**config.mk**
```make
export PLATFORM = sky130hd
export DESIGN_NAME = x7seg_scan_ctrl
export DESIGN_NICKNAME = d
export VERILOG_FILES = /design/src/rtl/x7seg_scan_ctrl.sv
export SDC_FILE = /design/constraint.sdc
export NUM_CORES = 1
export LEC_CHECK = 0
export ABC_AREA = 1
export BUFFER_PORTS_ARGS = -buffer_cell sky130_fd_sc_hd__buf_2
export CAP_MARGIN = 30
export CORE_MARGIN = 8
export CORE_UTILIZATION = 40
export DETAILED_ROUTE_END_ITERATION = 10
export PLACE_DENSITY = 0.56
export REMOVE_ABC_BUFFERS = 1
export SYNTH_ARGS = -nofsm -noshare
export SYNTH_HDL_FRONTEND = slang
export SYNTH_SLANG_ARGS = --single-unit
```
**constraint.sdc**
```tcl
create_clock -name clk -period 1.9 [get_ports clk]
set_input_delay 0.095 -clock clk [delete_from_list [all_inputs] [get_ports clk]]
set_output_delay 0.095 -clock clk [all_outputs]
set_load 0.02 [all_outputs]
```
**src/rtl/x7seg_scan_ctrl.sv**
```systemverilog
// Four-digit multiplexed seven-segment scanner for a 3-digit BCD reading.
// The reading is snapshotted once per frame, and a registered threshold alarm drives the status digit and blink.
module x7seg_scan_ctrl #(
  parameter int SCAN_DIV  = 50000,
  parameter int BLANK_CYC = 500,
  parameter int BLINK_DIV = 60,
  parameter int THRESH    = 60
) (
  input  logic       clk,
  input  logic       rst_n,
  input  logic [9:0] x,
  input  logic       blink_en,
  output logic [6:0] smg_duan,
  output logic [3:0] smg_wei,
  output logic       dp,
  output logic       alarm,
  output logic [9:0] value
);

  localparam int PW = $clog2(SCAN_DIV);
  localparam int FW = (BLINK_DIV > 1) ? $clog2(BLINK_DIV) : 1;
  localparam logic [PW-1:0] PSC_LAST  = PW'(SCAN_DIV - 1);
  localparam logic [PW-1:0] PSC_BLANK = PW'(BLANK_CYC);
  localparam logic [FW-1:0] FRM_LAST  = FW'(BLINK_DIV - 1);
  localparam logic [9:0]    THRESH_V  = 10'(THRESH);

  localparam logic [6:0] SEG_E     = 7'h06;
  localparam logic [6:0] SEG_L     = 7'h47;
  localparam logic [6:0] SEG_BLANK = 7'h7F;

  function automatic logic [6:0] seg_of(input logic [3:0] d);
    logic [6:0] s;
    case (d)
      4'd0:    s = 7'h40;
      4'd1:    s = 7'h79;
      4'd2:    s = 7'h24;
      4'd3:    s = 7'h30;
      4'd4:    s = 7'h19;
      4'd5:    s = 7'h12;
      4'd6:    s = 7'h02;
      4'd7:    s = 7'h78;
      4'd8:    s = 7'h00;
      4'd9:    s = 7'h10;
      default: s = SEG_E;
    endcase
    return s;
  endfunction

  function automatic logic bcd_valid(input logic [9:0] b);
    return (b[7:4] <= 4'd9) && (b[3:0] <= 4'd9);
  endfunction

  function automatic logic [9:0] bcd_value(input logic [9:0] b);
    return (10'(b[9:8]) * 10'd100) + (10'(b[7:4]) * 10'd10) + 10'(b[3:0]);
  endfunction

  logic [PW-1:0] psc_q, psc_d;
  logic [1:0]    idx_q, idx_d;
  logic [FW-1:0] frm_q, frm_d;
  logic          phase_q, phase_d;
  logic [9:0]    snap_q, snap_d;
  logic          snap_valid_q, snap_valid_d;
  logic [9:0]    value_q, value_d;
  logic          alarm_q, alarm_d;
  logic [6:0]    duan_q, duan_d;
  logic [3:0]    wei_q, wei_d;
  logic          tc_s, wrap_s, off_s;
  logic [6:0]    glyph_s;

  // Scan timing, frame snapshot, blink phase and alarm next-state
  always_comb begin
    tc_s         = (psc_q == PSC_LAST);
    wrap_s       = tc_s && (idx_q == 2'd3);
    psc_d        = tc_s ? '0 : psc_q + PW'(1);
    idx_d        = tc_s ? idx_q + 2'd1 : idx_q;
    snap_d       = snap_q;
    snap_valid_d = snap_valid_q;
    value_d      = value_q;
    frm_d        = frm_q;
    phase_d      = phase_q;
    if (wrap_s) begin
      snap_d       = x;
      snap_valid_d = 1'b1;
      value_d      = bcd_value(x);
      if (frm_q == FRM_LAST) begin
        frm_d   = '0;
        phase_d = ~phase_q;
      end else begin
        frm_d   = frm_q + FW'(1);
        phase_d = phase_q;
      end
    end else begin
      snap_d = snap_q;
    end
    alarm_d = snap_valid_q && bcd_valid(snap_q) && (value_q <= THRESH_V);
  end

  // Glyph and enable selection for the slot currently being scanned
  always_comb begin
    case (idx_q)
      2'd0: glyph_s = seg_of(snap_q[3:0]);
      2'd1: glyph_s = (snap_q[9:4] == 6'd0) ? SEG_BLANK : seg_of(snap_q[7:4]);
      2'd2: glyph_s = (snap_q[9:8] == 2'd0) ? SEG_BLANK : seg_of({2'b00, snap_q[9:8]});
      2'd3: glyph_s = alarm_q ? SEG_L : SEG_BLANK;
      default: glyph_s = SEG_BLANK;
    endcase
    // The blink phase runs freely; blink_en only gates its effect, so dropping it shows at once.
    off_s = !snap_valid_q || (psc_q < PSC_BLANK) || (blink_en && alarm_q && !phase_q);
    if (off_s) begin
      wei_d  = 4'hF;
      duan_d = SEG_BLANK;
    end else begin
      wei_d  = ~(4'b0001 << idx_q);
      duan_d = glyph_s;
    end
  end

  // State and registered-output flops
  always_ff @(posedge clk or negedge rst_n) begin
    if (!rst_n) begin
      psc_q        <= '0;
      idx_q        <= 2'd0;
      frm_q        <= '0;
      phase_q      <= 1'b1;
      snap_q       <= 10'd0;
      snap_valid_q <= 1'b0;
      value_q      <= 10'd0;
      alarm_q      <= 1'b0;
      duan_q       <= SEG_BLANK;
      wei_q        <= 4'hF;
    end else begin
      psc_q        <= psc_d;
      idx_q        <= idx_d;
      frm_q        <= frm_d;
      phase_q      <= phase_d;
      snap_q       <= snap_d;
      snap_valid_q <= snap_valid_d;
      value_q      <= value_d;
      alarm_q      <= alarm_d;
      duan_q       <= duan_d;
      wei_q        <= wei_d;
    end
  end

  assign smg_duan = duan_q;
  assign smg_wei  = wei_q;
  assign dp       = 1'b1;
  assign alarm    = alarm_q;
  assign value    = value_q;

endmodule

```
* Yosys cells after proc, flatten, opt, wreduce, memory -nomap -nowiden *
Memory sizes are Yosys's and may differ from the RTL's.
Index checks and enable logic that the tools add are counted.

cells by class
  $add $sub $neg = 5
  multiply operators = 2
  $lt $le $gt $ge = 4
  equal/unequal tests = 8
  shift operators = 1
  mux-type cells = 9
  bitwise logic cells = 2
  reductions and logical operators = 14

operators with widths
  kind                                                                                number
  7-bit case mux with 4 select lines                                                  1
  7-bit two-way mux                                                                   3
  7-bit case mux with 3 select lines                                                  1
  16-bit by 1-bit adder with 16-bit output (second input constant)                    1
  16-bit == test (second input constant)                                              1
  16-bit by 9-bit less-than comparator with 1-bit output (second input constant)      1
  16-bit two-way mux                                                                  1
  6-bit two-way mux                                                                   2
  10-bit by 4-bit adder with 10-bit output                                            1
  9-bit by 8-bit adder with 10-bit output                                             1
  10-bit by 6-bit less-or-equal comparator with 1-bit output (second input constant)  1
  2-bit == test (second input constant)                                               4
  4-bit less-or-equal comparator (second input constant)                              2
  2-bit by 5-bit multiplier with 7-bit output (second input constant)                 1
  4-bit by 3-bit multiplier with 7-bit output (second input constant)                 1
  6-bit by 1-bit adder with 6-bit output (second input constant)                      1
  6-bit == test (second input constant)                                               1
  1-bit logical AND                                                                   6
  6-bit logical NOT                                                                   1
  2-bit by 1-bit == test with 1-bit output (second input constant)                    2
  2-bit logical NOT                                                                   2
  4-bit two-way mux                                                                   1
  4-bit NOT                                                                           1
  1-bit by 2-bit left shift with 4-bit output (first input constant)                  1
  5 further kinds                                                                     7

storage, ports and cells
  register bits = 58
  bits in read-only memories = 224
  bits of input ports = 13
  output and inout port bits = 23
  word-level logic and storage cells = 57
  memories = 2

memories
  memory           words  bits a word  read ports  clocked after Yosys merged registers in  wr ports  line  text
  (no name shown)  16     7            1           0                                        0         33    case (d)
  (no name shown)  16     7            1           0                                        0         33

* Logic depth before layout (Yosys ltp) *
  word-level depth = 5
  depth in mapped cells = 13
  mapped depth without buffers = 13

* Worst setup path before layout *
OpenSTA, ideal clock, no wires.

  path kind = in2reg
  from = input port x[5]
  to = register value_q[7], in the netlist value[7]
  library setup time = 117 ps
  arrival = 2114 ps
  required time = 1783 ps
  slack = -332 ps
  cell stages on the path = 13
  buffers on the path = 0
  path through = ha_1 ha_1 fa_1 xor2_1 ha_1 ha_1 nand2_1 inv_1 nand3_1 nand3_1 nand2_1 nand3_1 nand2_1

between the ends
  word-level cells in the longest chain between the ends = 3

RTL lines
  what                                         line  text
  start: declaration                           11    input logic [9:0] x,
  4-bit by 3-bit multiplier with 7-bit output  54    return (10'(b[9:8]) * 10'd100) + (10'(b[7:4]) * 10'd10) + 10'(b[3:0]);
  9-bit by 8-bit adder with 10-bit output      54
  10-bit by 4-bit adder with 10-bit output     54
  end signal: assignment                       138   value_q <= value_d;
  end: declaration                             63    logic [9:0] value_q, value_d;

No other way between the ends.
A chain may end at the register's enable or synchronous reset.

* Final worst setup path *
  from = input port x[7]
  to = register value_q[7], in the netlist value[7]

The elaborated chain is that of the path after synthesis.

==> results.txt <==
- The worst hold path belongs to the class input pin to flop.
- Max-cap violations in this run came to 0.
- In the global route stage, overall resource usage came out at between 10% and 20%.
* Sequential area share after synthesis: 38.9%
- The Yosys step of the flow raised 0 warnings.
- The worst-case IR drop observed on VDD is 335 uV.
- Dividing the detail-routed wire length by the instance count gives 12.9 um.
- H-tree levels: 3
- The most critical setup path has its endpoint at value[7]$_DFFE_PN0P_.
- FF-to-FF Start: psc_q[0]$_DFF_PN0_
- For this block, the via count after detailed routing is 3091.
- Setup slack, reg-to-reg: 270 ps
* Minimum hold slack: 82.9 ps
* Post-layout min period: 1840 ps
- Vias in the first global route: 3201
- The floorplan step defined a core boundary enclosing 9110 um^2.
* Clock sink count: 57
* Most used cells in the layout excluding fill and tap cells: nand2_1 (128), inv_1 (54), nor2_1 (53)
- DR pass1 iterations: 4
- CTS Buf Count: 9
- Number of endpoints failing setup at the final stage: 0
- The repair_antennas step left the layout with diodes totalling 0.
* PnR Total Power: 2.64 mW
* R2r worst-path depth: 9
- Register share of total power: between 40 and 50%
* Cell-internal power: 1.95 mW
- Clock skew on the completed layout was measured at 9.08 ps.
- Power spread over the standard cell area amounts to 593 nW/um^2.
- Worst-skew pair later-pin latency: about 330 ps
- Total area of multi-input combinational cells: 2090 um^2
* Layout cells sized above 1: 23.3%
- For this run, the top clock speed supported by timing is 0.542 GHz.
* Final worst path period share: 97.1%
- Count of unique library cells instantiated by Yosys: 37
- Cell types with the largest area share after synthesis: dfrtp_1 (30%), nand2_1 (13%), ha_1 (11%)
- Data required time of the critical path: 2120 ps
* Crit path arrival time: between 2000 and 2500 ps
- Net count of the finished layout: between 500 and 600
* Total leakage power: 2.22 nW
- Gpl congestion: 0.849
* Setup repair after global routing missed its margin: true
- Switching power share of the total: a little over a quarter
- Setup Crit Path Kind: input pin to flop
- The initial utilization of the core area, before any placement, comes to 40.6%.
- Measured along the x axis, the die boundary spans 112 um.
- Critical Path Sink Type: flop
- After floorplanning, the core was divided into 35 placement rows.
* Root cell of the clock tree: clkbuf_8
- Combinational share of power: 15.6%
- EDFF count, synth: 0
- Portion of synthesized cell area occupied by the leading cell type: between 30% and 40%
- After synthesis, the share of flip-flops with an asynchronous set or reset is 100%.
- OpenSTA, run right after detailed placement, puts the worst setup slack at -594 ps.
* Post-synthesis area per instance: 7.78 um^2
- The most used flip-flop cell after synthesis is dfrtp_1.
- Filler Cell Count: 902
* Overall routed net length: approximately 8.4 mm
- Global-route wire length before repair: between 10 and 15 mm
- During placement, the flow inserted port buffers numbering 34.
- Leaving out fill and tap cells, the most frequent cell in the layout is nand2_1.
- Count of mapped cells out of synthesis: 476
- Number of vias per cell: 4.74
* Dpl hpwl: 6.27 mm
- Measured on the finished design, the core utilization comes to 49.0%.
- The share of total power dissipated in the clock network is approximately 39%.
- Initial antenna violation count: 0
* Post-synthesis register bit count: 57
- Once detail routing completed, the nets flagged for antenna violations numbered 0.
- The flow ran to the end, and the final reports show no timing, DRC or antenna violations.
- The worst setup path is launched from an input pin.
- Bufs on Longest Clock Path: 2
- Die footprint: 12600 um^2
- Cell type with the highest aggregate area in the netlist: dfrtp_1
- Registers take between 1000 and 1500 um^2.
* Iteration-0 DRC count of the detailed router: 114
* Net switching power: 0.698 mW
- I/O pin cnt: 36
- Hold violation count in the final report: 0
- TritonCTS built the clock tree.
* R2r endpoint: value[6]$_DFFE_PN0P_
* Max Fanout on Critical Path: 3
- Remaining global-route overflow: 0
- Cell area after technology mapping: 3700 um^2
* Fin worst setup slack: 55.2 ps
* DRC Markers: 0
* Clock transition at the register clock pins on the worst setup and hold paths after CTS: around 70 ps
* Max-slew violation count: 0
- Synth-to-layout area growth: 20.4%
- Measured along the y axis, the die boundary spans between 100 and 150 um.
- Largest net degree at the start of global routing: 58
- The critical path starts at x[7].
[registers in the layout, summed over array words and instances (netlist names)]
register,cells
smg_duan,7
idx_q,2
phase_q,1
frm_q,6
smg_wei,4
snap_q,10
value,9
snap_valid_q,1
alarm,1
psc_q,16
[through the flow]
stage,area (um^2),setup TNS [ps],std cells
6_report,4460,0,652
5_1_grt,4460,-39.1,652
4_1_cts,4400,-76.2,652
3_5_place_dp,4110,-2380,632
3_3_place_gp,4110,-2210,632
2_1_floorplan,3640,-1120,467
[power groups by stage]
stage / logic, mW / registers [mW] / clock network (mW)
2_1_floorplan: 0.175 / 1.24 / 0
3_3_place_gp: 0.315 / 1.24 / 0
3_5_place_dp: 0.314 / 1.24 / 0
4_1_cts: 0.372 / 1.21 / 1.05
5_1_grt: 0.459 / 1.21 / 1.10
6_report: 0.411 / 1.21 / 1.02
[synth_stat cells, types with 3 or more instances]
cell type	number
a21oi_1	15
buf_2	4
dfrtp_1	45
dfstp_2	12
fa_1	4
ha_1	33
inv_1	57
inv_2	3
nand2_1	131
nand2_2	6
nand3_1	29
nand4_1	8
nor2_1	55
nor2_2	4
nor2_4	4
nor3_1	4
o21ai_0	18
o21ai_1	8
o21ai_2	3
xnor2_1	3
xor2_1	10
[critical path: stages]
cell,delay [ps]
buf_8,100
ha_4,230
ha_4,160
fa_2,350
xor2_2,180
ha_4,230
ha_4,290
nand2_4,60
inv_4,70
nand2_2,60
nand3_2,70
nand2_1,50
nand3_1,70
nand2_1,60
[layer usage]
metal  wire length [um]  track usage, %  share of wire (%)  vias up
met4                 99            4.86                1.2        0
li1                   -               -                  -     1614
met3                348            3.86                4.1        6
met2               3910            23.6                 47       54
met5                  0               0                  0        -
met1               4040            17.6                 48     1417
[what timing repair did]
item | in CTS | in global routing
resized for setup | 18 | 11
pin swaps | 12 | 9
endpoints found under the setup margin | 4 | 4
buffers inserted | 1 | 0
hold buffers | 3 | 0
endpoints found under the hold margin | 47 | 0
[how the worst min path moves through the flow]
stage	from	cells after the start	slack [ps]	end
after floorplan	rst_n	0	-200	alarm$_DFF_PN0_
after global placement	rst_n	2	120	psc_q[13]$_DFF_PN0_
after detailed placement	rst_n	2	120	psc_q[9]$_DFF_PN0_
after CTS	x[5]	4	70	snap_q[5]$_DFFE_PN0P_
after global routing	x[5]	4	100	snap_q[5]$_DFFE_PN0P_
final	x[5]	4	80	snap_q[5]$_DFFE_PN0P_
[cells by family after synthesis]
kind of cell | Yosys count | synth area share, %
adder cells (fa/ha/maj) | 37 | 13.3
AND/OR/NAND/NOR | 250 | 29.7
buffers and inverters | 70 | 7.87
flip-flops | 57 | 38.9
XOR/XNOR | 13 | 3.08
other | 1 | 0.101
AO/OA/AOI/OAI | 48 | 7.00
[final cells by class]
class / instances / share of cell area (%)
clock buffer: 13 / 3.56
clock inverter: 3 / 0.337
inverter: 61 / 5.22
multi-input combinational: 349 / 46.8
sequential: 57 / 32.3
tap: 111 / 3.11
timing repair buffer: 58 / 8.67
(Power assumes the default switching activity.)
